[config.mk]
export PLATFORM = sky130hd
export DESIGN_NAME = mesi_bus_ctrl_flat
export DESIGN_NICKNAME = d
export VERILOG_FILES = /design/src/rtl/mesi_pkg.sv /design/src/rtl/mesi_bus_ctrl_if.sv /design/src/rtl/mesi_mem.sv /design/src/rtl/mesi_bus_ctrl.sv /design/src/flat_wrapper.sv
export SDC_FILE = /design/constraint.sdc
export NUM_CORES = 1
export LEC_CHECK = 0
export ABC_CLOCK_PERIOD_IN_PS = 2300
export CORE_ASPECT_RATIO = 1.25
export CORE_MARGIN = 4
export CORE_UTILIZATION = 50
export DETAILED_ROUTE_END_ITERATION = 8
export DONT_BUFFER_PORTS = 1
export PLACE_DENSITY = 0.62
export SKIP_CTS_REPAIR_TIMING = 1
export SLEW_MARGIN = 10
export SYNTH_ARGS = -nofsm -noshare
export SYNTH_HDL_FRONTEND = slang
export SYNTH_SLANG_ARGS = --single-unit
[constraint.sdc]
create_clock -name clock -period 2.3 [get_ports clock]
set_input_delay 0.46 -clock clock [delete_from_list [all_inputs] [get_ports clock]]
set_output_delay 0.46 -clock clock [all_outputs]
set_load 0.1 [all_outputs]
[src/rtl/mesi_pkg.sv]
// Shared encodings for the MESI cache controllers and the shared-bus responder.
// The controller FSM state type lives here so tools and benches can name states.
package mesi_pkg;

  typedef enum logic [1:0] {
    BUS_NONE    = 2'd0,
    BUS_RD_MISS = 2'd1,
    BUS_WR_MISS = 2'd2,
    BUS_INVAL   = 2'd3
  } bus_msg_e;

  typedef enum logic [1:0] {
    MEM_NONE   = 2'd0,
    MEM_READ   = 2'd1,
    MEM_WRBACK = 2'd2,
    MEM_RSVD   = 2'd3
  } mem_msg_e;

  typedef enum logic [1:0] {
    MESI_I = 2'd0,
    MESI_S = 2'd1,
    MESI_E = 2'd2,
    MESI_M = 2'd3
  } mesi_state_e;

  typedef enum logic [2:0] {
    ST_IDLE  = 3'd0,
    ST_WB    = 3'd1,
    ST_SNOOP = 3'd2,
    ST_FLUSH = 3'd3,
    ST_MEMRD = 3'd4,
    ST_DONE  = 3'd5
  } ctrl_state_e;

  function automatic logic [1:0] one_hot2(input logic idx);
    return idx ? 2'b10 : 2'b01;
  endfunction

endpackage

[src/rtl/mesi_bus_ctrl_if.sv]
// Bus bundle between the two cache controllers (master) and the bus responder (slave).
interface mesi_bus_ctrl_if #(
  parameter int ADDR_W = 4,
  parameter int DATA_W = 4
);

  logic [1:0]        c0_bus_req;
  logic [1:0]        c0_mem_req;
  logic [ADDR_W-1:0] c0_addr;
  logic [DATA_W-1:0] c0_wdata;
  logic              c0_snoop_hit;
  logic              c0_snoop_dirty;

  logic [1:0]        c1_bus_req;
  logic [1:0]        c1_mem_req;
  logic [ADDR_W-1:0] c1_addr;
  logic [DATA_W-1:0] c1_wdata;
  logic              c1_snoop_hit;
  logic              c1_snoop_dirty;

  logic [1:0]        c0_snoop;
  logic [1:0]        c1_snoop;
  logic [ADDR_W-1:0] snoop_addr;
  logic [1:0]        grant;
  logic [1:0]        done;
  logic [DATA_W-1:0] rdata;
  logic              shared;
  logic              busy;

  modport master (
    output c0_bus_req, c0_mem_req, c0_addr, c0_wdata, c0_snoop_hit, c0_snoop_dirty,
    output c1_bus_req, c1_mem_req, c1_addr, c1_wdata, c1_snoop_hit, c1_snoop_dirty,
    input  c0_snoop, c1_snoop, snoop_addr, grant, done, rdata, shared, busy
  );

  modport slave (
    input  c0_bus_req, c0_mem_req, c0_addr, c0_wdata, c0_snoop_hit, c0_snoop_dirty,
    input  c1_bus_req, c1_mem_req, c1_addr, c1_wdata, c1_snoop_hit, c1_snoop_dirty,
    output c0_snoop, c1_snoop, snoop_addr, grant, done, rdata, shared, busy
  );

endinterface

[src/rtl/mesi_mem.sv]
// Small backing memory: clearable register array plus a fixed-latency ready strobe.
module mesi_mem #(
  parameter int ADDR_W  = 4,
  parameter int DATA_W  = 4,
  parameter int MEM_LAT = 2
) (
  input  logic              clock,
  input  logic              resetn,
  input  logic              op_active,
  input  logic              we,
  input  logic [ADDR_W-1:0] waddr,
  input  logic [DATA_W-1:0] wdata,
  input  logic [ADDR_W-1:0] raddr,
  output logic [DATA_W-1:0] rdata,
  output logic              ready
);

  localparam int DEPTH = 1 << ADDR_W;
  localparam int CNT_W = (MEM_LAT > 1) ? $clog2(MEM_LAT) : 1;

  logic [DATA_W-1:0] mem_reg [DEPTH];
  logic [CNT_W-1:0]  cnt_reg;

  // Counter reloads whenever no access is running, so each access gets a full MEM_LAT window.
  always_ff @(posedge clock or negedge resetn) begin
    if (!resetn) begin
      cnt_reg <= CNT_W'(MEM_LAT - 1);
    end else if (!op_active || ready) begin
      cnt_reg <= CNT_W'(MEM_LAT - 1);
    end else begin
      cnt_reg <= cnt_reg - CNT_W'(1);
    end
  end

  assign ready = op_active && (cnt_reg == '0);

  always_ff @(posedge clock or negedge resetn) begin
    if (!resetn) begin
      for (int i = 0; i < DEPTH; i++) begin
        mem_reg[i] <= '0;
      end
    end else if (we) begin
      mem_reg[waddr] <= wdata;
    end
  end

  assign rdata = mem_reg[raddr];

endmodule

[src/rtl/mesi_bus_ctrl.sv]
// Two-cache MESI bus responder: round-robin arbitration, snoop broadcast,
// dirty-line flush into memory, and fixed-latency memory reads.
module mesi_bus_ctrl
  import mesi_pkg::*;
#(
  parameter int ADDR_W  = 4,
  parameter int DATA_W  = 4,
  parameter int MEM_LAT = 2
) (
  input  logic           clock,
  input  logic           resetn,
  mesi_bus_ctrl_if.slave bus
);

  logic [1:0]        bus_req_v   [2];
  logic [1:0]        mem_req_v   [2];
  logic [ADDR_W-1:0] addr_v      [2];
  logic [DATA_W-1:0] wdata_v     [2];
  logic              hit_v       [2];
  logic              dirty_v     [2];
  logic [1:0]        req;
  logic              win;

  ctrl_state_e       state_reg, state_next;
  logic              owner_reg;
  logic              rr_ptr_reg;
  bus_msg_e          bus_code_reg;
  logic [ADDR_W-1:0] addr_reg;
  logic [DATA_W-1:0] wdata_reg;
  logic [DATA_W-1:0] flush_data_reg;
  logic [DATA_W-1:0] rdata_reg;
  logic              shared_reg;
  logic              other;

  logic              mem_active;
  logic              mem_we;
  logic              mem_ready;
  logic [DATA_W-1:0] mem_wdata;
  logic [DATA_W-1:0] mem_rdata;

  assign bus_req_v[0] = bus.c0_bus_req;
  assign bus_req_v[1] = bus.c1_bus_req;
  assign mem_req_v[0] = bus.c0_mem_req;
  assign mem_req_v[1] = bus.c1_mem_req;
  assign addr_v[0]    = bus.c0_addr;
  assign addr_v[1]    = bus.c1_addr;
  assign wdata_v[0]   = bus.c0_wdata;
  assign wdata_v[1]   = bus.c1_wdata;
  assign hit_v[0]     = bus.c0_snoop_hit;
  assign hit_v[1]     = bus.c1_snoop_hit;
  assign dirty_v[0]   = bus.c0_snoop_dirty;
  assign dirty_v[1]   = bus.c1_snoop_dirty;

  for (genvar gi = 0; gi < 2; gi++) begin : g_req
    assign req[gi] = (bus_req_v[gi] != BUS_NONE) || (mem_req_v[gi] == MEM_WRBACK);
  end

  // Pointer only matters on a tie; a lone requester always wins.
  assign win   = (req[0] && req[1]) ? rr_ptr_reg : req[1];
  assign other = ~owner_reg;

  always_comb begin
    state_next = state_reg;
    case (state_reg)
      ST_IDLE: begin
        if (req != 2'b00) begin
          state_next = (mem_req_v[win] == MEM_WRBACK) ? ST_WB : ST_SNOOP;
        end
      end
      ST_WB: begin
        if (mem_ready) begin
          state_next = (bus_code_reg != BUS_NONE) ? ST_SNOOP : ST_DONE;
        end
      end
      ST_SNOOP: begin
        if (bus_code_reg == BUS_INVAL) begin
          state_next = ST_DONE;
        end else if (dirty_v[other]) begin
          state_next = ST_FLUSH;
        end else begin
          state_next = ST_MEMRD;
        end
      end
      ST_FLUSH: if (mem_ready) state_next = ST_DONE;
      ST_MEMRD: if (mem_ready) state_next = ST_DONE;
      ST_DONE:  state_next = ST_IDLE;
      default:  state_next = ST_IDLE;
    endcase
  end

  always_ff @(posedge clock or negedge resetn) begin
    if (!resetn) begin
      state_reg      <= ST_IDLE;
      owner_reg      <= 1'b0;
      rr_ptr_reg     <= 1'b0;
      bus_code_reg   <= BUS_NONE;
      addr_reg       <= '0;
      wdata_reg      <= '0;
      flush_data_reg <= '0;
      rdata_reg      <= '0;
      shared_reg     <= 1'b0;
    end else begin
      state_reg <= state_next;
      case (state_reg)
        ST_IDLE: begin
          if (req != 2'b00) begin
            owner_reg    <= win;
            bus_code_reg <= bus_msg_e'(bus_req_v[win]);
            addr_reg     <= addr_v[win];
            wdata_reg    <= wdata_v[win];
          end
        end
        ST_SNOOP: begin
          shared_reg     <= hit_v[other];
          flush_data_reg <= wdata_v[other];
          if (bus_code_reg == BUS_INVAL) rdata_reg <= '0;
        end
        ST_FLUSH: if (mem_ready) rdata_reg <= flush_data_reg;
        ST_MEMRD: if (mem_ready) rdata_reg <= mem_rdata;
        ST_DONE:  rr_ptr_reg <= other;
        default: ;
      endcase
    end
  end

  assign mem_active = (state_reg == ST_WB) || (state_reg == ST_FLUSH) || (state_reg == ST_MEMRD);
  assign mem_we     = mem_ready && ((state_reg == ST_WB) || (state_reg == ST_FLUSH));
  assign mem_wdata  = (state_reg == ST_FLUSH) ? flush_data_reg : wdata_reg;

  mesi_mem #(
    .ADDR_W  (ADDR_W),
    .DATA_W  (DATA_W),
    .MEM_LAT (MEM_LAT)
  ) u_mem (
    .clock     (clock),
    .resetn    (resetn),
    .op_active (mem_active),
    .we        (mem_we),
    .waddr     (addr_reg),
    .wdata     (mem_wdata),
    .raddr     (addr_reg),
    .rdata     (mem_rdata),
    .ready     (mem_ready)
  );

  assign bus.busy       = (state_reg != ST_IDLE);
  assign bus.grant      = (state_reg != ST_IDLE) ? one_hot2(owner_reg) : 2'b00;
  assign bus.done       = (state_reg == ST_DONE) ? one_hot2(owner_reg) : 2'b00;
  assign bus.c0_snoop   = ((state_reg == ST_SNOOP) && owner_reg)  ? bus_code_reg : BUS_NONE;
  assign bus.c1_snoop   = ((state_reg == ST_SNOOP) && !owner_reg) ? bus_code_reg : BUS_NONE;
  assign bus.snoop_addr = addr_reg;
  assign bus.rdata      = rdata_reg;
  assign bus.shared     = shared_reg;

endmodule

[src/flat_wrapper.sv]
// flat-port wrapper written by rule: the top's interface ports become plain ports
module mesi_bus_ctrl_flat import mesi_pkg::*;
#(
  parameter int ADDR_W  = 4,
  parameter int DATA_W  = 4,
  parameter int MEM_LAT = 2
)
  (clock, resetn, bus_c0_bus_req, bus_c0_mem_req, bus_c0_addr, bus_c0_wdata, bus_c0_snoop_hit, bus_c0_snoop_dirty, bus_c1_bus_req, bus_c1_mem_req, bus_c1_addr, bus_c1_wdata, bus_c1_snoop_hit, bus_c1_snoop_dirty, bus_c0_snoop, bus_c1_snoop, bus_snoop_addr, bus_grant, bus_done, bus_rdata, bus_shared, bus_busy);
  mesi_bus_ctrl_if #(.ADDR_W(ADDR_W), .DATA_W(DATA_W)) bus_i ();
  input  logic clock;
  input  logic resetn;
  input wire logic [$bits(bus_i.c0_bus_req)-1:0] bus_c0_bus_req;
  input wire logic [$bits(bus_i.c0_mem_req)-1:0] bus_c0_mem_req;
  input wire logic [$bits(bus_i.c0_addr)-1:0] bus_c0_addr;
  input wire logic [$bits(bus_i.c0_wdata)-1:0] bus_c0_wdata;
  input wire logic [$bits(bus_i.c0_snoop_hit)-1:0] bus_c0_snoop_hit;
  input wire logic [$bits(bus_i.c0_snoop_dirty)-1:0] bus_c0_snoop_dirty;
  input wire logic [$bits(bus_i.c1_bus_req)-1:0] bus_c1_bus_req;
  input wire logic [$bits(bus_i.c1_mem_req)-1:0] bus_c1_mem_req;
  input wire logic [$bits(bus_i.c1_addr)-1:0] bus_c1_addr;
  input wire logic [$bits(bus_i.c1_wdata)-1:0] bus_c1_wdata;
  input wire logic [$bits(bus_i.c1_snoop_hit)-1:0] bus_c1_snoop_hit;
  input wire logic [$bits(bus_i.c1_snoop_dirty)-1:0] bus_c1_snoop_dirty;
  output wire logic [$bits(bus_i.c0_snoop)-1:0] bus_c0_snoop;
  output wire logic [$bits(bus_i.c1_snoop)-1:0] bus_c1_snoop;
  output wire logic [$bits(bus_i.snoop_addr)-1:0] bus_snoop_addr;
  output wire logic [$bits(bus_i.grant)-1:0] bus_grant;
  output wire logic [$bits(bus_i.done)-1:0] bus_done;
  output wire logic [$bits(bus_i.rdata)-1:0] bus_rdata;
  output wire logic [$bits(bus_i.shared)-1:0] bus_shared;
  output wire logic [$bits(bus_i.busy)-1:0] bus_busy;
  assign bus_i.c0_bus_req = bus_c0_bus_req;
  assign bus_i.c0_mem_req = bus_c0_mem_req;
  assign bus_i.c0_addr = bus_c0_addr;
  assign bus_i.c0_wdata = bus_c0_wdata;
  assign bus_i.c0_snoop_hit = bus_c0_snoop_hit;
  assign bus_i.c0_snoop_dirty = bus_c0_snoop_dirty;
  assign bus_i.c1_bus_req = bus_c1_bus_req;
  assign bus_i.c1_mem_req = bus_c1_mem_req;
  assign bus_i.c1_addr = bus_c1_addr;
  assign bus_i.c1_wdata = bus_c1_wdata;
  assign bus_i.c1_snoop_hit = bus_c1_snoop_hit;
  assign bus_i.c1_snoop_dirty = bus_c1_snoop_dirty;
  assign bus_c0_snoop = bus_i.c0_snoop;
  assign bus_c1_snoop = bus_i.c1_snoop;
  assign bus_snoop_addr = bus_i.snoop_addr;
  assign bus_grant = bus_i.grant;
  assign bus_done = bus_i.done;
  assign bus_rdata = bus_i.rdata;
  assign bus_shared = bus_i.shared;
  assign bus_busy = bus_i.busy;
  mesi_bus_ctrl #(.ADDR_W(ADDR_W), .DATA_W(DATA_W), .MEM_LAT(MEM_LAT)) u_core (.clock(clock), .resetn(resetn), .bus(bus_i));
endmodule
==> results of run 1 <==
## cell type report
cell class | instances | area (um2) | share of cell area
Clock buffer | 9 | 123.9 | 0.02545
Clock inverter | 7 | 70.07 | 0.01440
Inverter | 7 | 26.28 | 0.005398
Multi-Input combinational cell | 290 | 1998 | 0.4105
Sequential cell | 89 | 2232 | 0.4586
Tap cell | 97 | 121.4 | 0.02494
Timing Repair Buffer | 31 | 295.3 | 0.06067
## worst reg2reg max path: cells and delay by family, from the launching register on
| family | cells | cell delay (ns) |
|---|---|---|
| flops | 1 | 0.78 |
| mux | 1 | 0.58 |
| compound gates | 3 | 0.51 |
## per-stage QoR
| stage | worst slack (ns) | setup TNS (ns) | utilization | cells |
|---|---|---|---|---|
| after global routing | 0.002932 | 0 | 0.5841 | 530 |
| after detailed placement | 0.2937 | 0 | 0.5587 | 514 |
| final | 0.1323 | 0 | 0.5841 | 530 |
| after floorplan | -0.1802 | -0.1802 | - | 405 |
| after CTS | -0.06094 | -0.1608 | 0.5820 | 530 |
| after global placement | 0.3301 | 0 | 0.5587 | 514 |
## layout by cell type, fill, tap and decap left out, types with 5 or more instances in the layout
cell / count
a21oi_1: 16
clkbuf_8: 9
nor2_1: 26
and2_1: 7
mux2i_1: 15
a22o_1: 9
dfrtp_1: 85
inv_1: 6
mux4_2: 16
nand2_1: 81
buf_12: 5
mux2_2: 17
buf_4: 26
o21ai_0: 55
## path summary, 6_finish.rpt
kind	from	end	slack [ns]
worst max register to register	u_core.bus.snoop_addr[0]	u_core.bus.rdata[0]	0.30
worst min register to register	u_core.u_mem.mem_reg[7]	u_core.u_mem.mem_reg[7]	0.49
worst max-delay path	u_core.owner_reg	bus_grant[1]	0.13
min in group clock	bus_c0_addr[1]	u_core.bus.snoop_addr[1]	0.31
worst min-delay path	resetn	u_core.u_mem.mem_reg[39]	-0.21
max in group asynchronous	resetn	u_core.u_mem.cnt_reg	2.32
## kinds of logic (layout without fill, tap and decap cells)
logic type	Yosys count	count (layout)	synth area share
mux	48	48	0.1623
compound gates	100	100	0.1331
buf+inv	26	54	0.03038
flops	89	89	0.5153
simple gates	142	142	0.1589
## power breakdown
part           internal [mW]  switching (mW)
registers               2.25           0.717
clock network          0.502           0.570
logic                   1.41            2.30
## routing by layer
layer / up-vias / wire, um
met4: 0 / 155
met1: 1498 / 4442
met2: 86 / 4839
li1: 1471 / -
met3: 12 / 677
met5: - / 0
==> results.sh, run 1 <==
export IMPL_crit_chain="nor2b_2 -> buf_4"
export IMPL_place_congestion=0.8717
export IMPL_hold_slack_ns=-0.2132
export IMPL_clock_fmax_mhz=461.3
export IMPL_slew_viol_final=0
export IMPL_start_kind="flip-flop"
export IMPL_yosysMostFrequentCell="dfrtp_1"
export IMPL_slew_headroom=0.5384
export IMPL_area_growth_synth_to_final_pct=12.56
export IMPL_drcViolationCount=0
export IMPL_grtUsageMet3=0.05878
export IMPL_synthTopCellsByCount="dfrtp_1 (88), nand2_1 (81), o21ai_0 (55)"
export IMPL_rsz0062_at_grt="false"
export IMPL_clock_latency_ns=0.36
export IMPL_nFillCells=736
export IMPL_required_ns=1.84
export IMPL_dieArea_um2=10210
export IMPL_met1_usage=0.2764
export IMPL_num_rows=37
export IMPL_hp_class="in2async"
export IMPL_antenna_found_initial=0
export IMPL_synth_distinct_cells=44
export IMPL_async_flop_share=1.000
export IMPL_coreArea_um2=8333
export IMPL_drt_first_pass_iters=4
export IMPL_avgViaCountPerCell=5.787
export IMPL_dp_hpwl_um=7628
export IMPL_cp_slowest_stage_delay_ns=0.80
export IMPL_htree_levels=3
export IMPL_die_h_um=112.0
export IMPL_final_area_um2=4867
export IMPL_crit_cells=2
export IMPL_antenna_left=0
export IMPL_synth_largest_area_cell="dfrtp_1"
export IMPL_numCtsBuffers=9
export IMPL_synthFlopType="dfrtp_1"
export IMPL_ys_top_cells_by_area="dfrtp_1 (51%), mux4_2 (8.3%), nand2_1 (7.0%), o21ai_0 (6.4%), mux2_2 (4.4%)"
export IMPL_crit_arrival_ns=1.71
export IMPL_yosysWarnings=0
export IMPL_hold_viol_final=89
export IMPL_path_max_fanout=15
export IMPL_max_cap_viol_count=0
export IMPL_pin_count=48
export IMPL_worstMarginPinSlew_ns=0.6925
export IMPL_cp_top_family="flip-flops"
export IMPL_drtIter0Drc=202
export IMPL_worst_setup_path_type="reg2out"
export IMPL_largest_reg_flops=64
export IMPL_synth_nets=435
export IMPL_cts_tree="done"
export IMPL_outcome="complete, but fails checks"
export IMPL_grt_use_total=0.2113
export IMPL_dpl_instance_area_um2=4656
export IMPL_leakagePower_nw=2.173
export IMPL_cts_root_buf="clkbuf_8"
export IMPL_grt_max_degree=90
export IMPL_synth_seq_cells=89
export IMPL_crit_slowest_cell="dfrtp_1"
export IMPL_route_vias_total=3067
export IMPL_grt_overflow=0
export IMPL_clock_sinks=89
export IMPL_reg2reg_depth=4
export IMPL_cts_clk_slew_worst_paths_ns=0.10
export IMPL_drive_gt1_frac=0.2379
export IMPL_start_util=0.5189
export IMPL_grt_pass1_wl_um=16700
export IMPL_period_needed_ns=2.168
export IMPL_synth_top_cell_area_share=0.5093
export IMPL_path_buf_inv=1
export IMPL_syn_area_um2=4324
export IMPL_violations="hold timing"
export IMPL_wl_per_cell_um=19.08
export IMPL_power_total_mw=7.745
export IMPL_syn_avg_cell_area_um2=10.68
export IMPL_chipWidth_um=91.18
export IMPL_grt_pass1_vias=3171
export IMPL_finalSetupViolCount=0
export IMPL_fin_skew_ns=0.01812
export IMPL_power_density_nw_per_um2=1591
export IMPL_end_kind="output pin"
export IMPL_routed_wl_um=10120
export IMPL_syn_inst=405
export IMPL_nets=458
export IMPL_peakVddDrop_mv=1.067
export IMPL_ys_seq_area_frac=0.5153
export IMPL_clockBufferDepth=2
export IMPL_io_buffers=0
export IMPL_gr_max_usage_layer="met2"
export IMPL_diodes=0
export IMPL_use_met2=0.3418
export IMPL_post_route_period_util=0.9425
export IMPL_synth_edf_count=0
(Power assumes the default switching activity.)
==> run 2: changes to the inputs <==
- ABC_CLOCK_PERIOD_IN_PS: 2300 -> default
==> results of run 2 <==
Same layout as run 1: the final DEF is identical, and so are final timing and power.
==> run 3: changes to the inputs <==
- CORE_UTILIZATION: 50 -> 40
- PLACE_DENSITY: 0.62 -> 0.51
==> results.sh, run 3 (same netlist as run 1, synthesis figures left out) <==
export IMPL_chipWidth_um=101.0
export IMPL_antenna_found_initial=0
export IMPL_clockBufferDepth=2
export IMPL_crit_arrival_ns=1.75
export IMPL_avgViaCountPerCell=5.528
export IMPL_dieArea_um2=12550
export IMPL_grt_overflow=0
export IMPL_regToRegSetupSlack_ns=0.28
export IMPL_nets=458
export IMPL_grt_use_total=0.1854
export IMPL_mostFrequentLayoutCells="dfrtp_1 (83), nand2_1 (81), o21ai_0 (55)"
export IMPL_leakagePower_nw=2.220
export IMPL_grt_pass1_wl_um=17620
export IMPL_place_congestion=0.7755
export IMPL_peakVddDrop_mv=0.5079
export IMPL_start_util=0.4094
export IMPL_slew_viol_final=0
export IMPL_drcViolationCount=0
export IMPL_num_rows=42
export IMPL_cts_root_buf="clkbuf_16"
export IMPL_largest_reg_flops=64
export IMPL_hp_class="in2async"
export IMPL_required_ns=1.84
export IMPL_reg2reg_depth=6
export IMPL_die_h_um=124.2
export IMPL_coreArea_um2=10560
export IMPL_r2r_end="u_core.u_mem.mem_reg[29]"
export IMPL_path_max_fanout=14
export IMPL_htree_levels=3
export IMPL_power_total_mw=8.201
export IMPL_clock_fmax_mhz=452.7
export IMPL_cts_clk_slew_worst_paths_ns=0.06
export IMPL_clock_latency_ns=0.34
export IMPL_fin_skew_ns=0.006214
export IMPL_drt_first_pass_iters=4
export IMPL_io_buffers=0
export IMPL_post_route_period_util=0.9604
export IMPL_hold_slack_ns=-0.1845
export IMPL_max_cap_viol_count=0
export IMPL_start_kind="flip-flop"
export IMPL_dp_hpwl_um=8086
export IMPL_slew_headroom=0.5665
export IMPL_layout_commonest_cell="dfrtp_1"
export IMPL_period_needed_ns=2.209
export IMPL_wl_per_cell_um=19.76
export IMPL_antenna_left=0
export IMPL_pin_count=48
export IMPL_reg2reg_from="u_core.state_reg[1]"
export IMPL_area_growth_synth_to_final_pct=16.03
export IMPL_numCtsBuffers=9
export IMPL_routed_wl_um=11150
export IMPL_power_density_nw_per_um2=1635
export IMPL_grt_max_degree=90
export IMPL_route_vias_total=3118
export IMPL_drive_gt1_frac=0.2361
export IMPL_violations="hold timing"
export IMPL_finalSetupViolCount=0
export IMPL_worstMarginPinSlew_ns=0.6502
export IMPL_worst_setup_path_type="reg2out"
export IMPL_rsz0062_at_grt="false"
export IMPL_hold_viol_final=88
export IMPL_outcome="complete, but fails checks"
export IMPL_setup_tns_ns=0
export IMPL_drtIter0Drc=147
export IMPL_crit_start="u_core.state_reg[2]"
export IMPL_cts_tree="done"
export IMPL_diodes=0
export IMPL_grt_pass1_vias=3240
export IMPL_end_kind="output pin"
export IMPL_clock_sinks=89
-- run 3: changes by cell type in the layout (fill, tap and decap cells not counted), sizes merged --
| cell | delta |
|---|---|
| inv | -1 |
| clkbuf | +5 |
| clkinv | -4 |
| bufinv | -1 |
-- run 3: worst max-delay path by stage --
stage                                      to  slack [ns]
after detailed placement  u_core.bus.rdata[2]        0.28
after global placement    u_core.bus.rdata[2]        0.32
after floorplan               bus_c1_snoop[0]       -0.18
after global routing          bus_c0_snoop[1]       0.002
after CTS                     bus_c0_snoop[0]       -0.04
final                         bus_c0_snoop[0]        0.09
-- run 3: final cells by class --
type | instances | area (um2)
Fill cell | 1004 | 5545
Sequential cell | 89 | 2235
Multi-Input combinational cell | 290 | 1982
Timing Repair Buffer | 31 | 307.8
Clock buffer | 14 | 294.0
Tap cell | 132 | 165.2
Inverter | 7 | 26.28
Clock inverter | 1 | 7.507
-- run 3: through the flow --
step	util	setup slack, ns	cell area, um2	instances
detailed placement	0.4447	0.2829	4697	547
global placement	0.4447	0.3153	4697	547
floorplan	-	-0.1802	4343	405
CTS	0.4732	-0.03912	4999	562
global route	0.4750	0.001541	5017	564
finish	0.4750	0.09101	5017	564
-- run 3: power breakdown --
part           switching (mW)  internal (mW)  total [mW]
combinational            2.36           1.41        3.77
sequential              0.711           2.26        2.97
clock                   0.581          0.874        1.45
-- run 3: routing by layer --
layer	track usage	wire (um)	share of wire
met5	0	0	0
met1	0.2247	4512	0.40
met2	0.3129	5645	0.51
met4	0.09311	439	0.039
met3	0.03143	549	0.049
-- run 3: critical path: stages (launching register included) --
cell     delay [ns]
dfrtp_2        0.50
nor3_1         0.27
buf_4          0.23
and3_1         0.22
buf_12         0.18
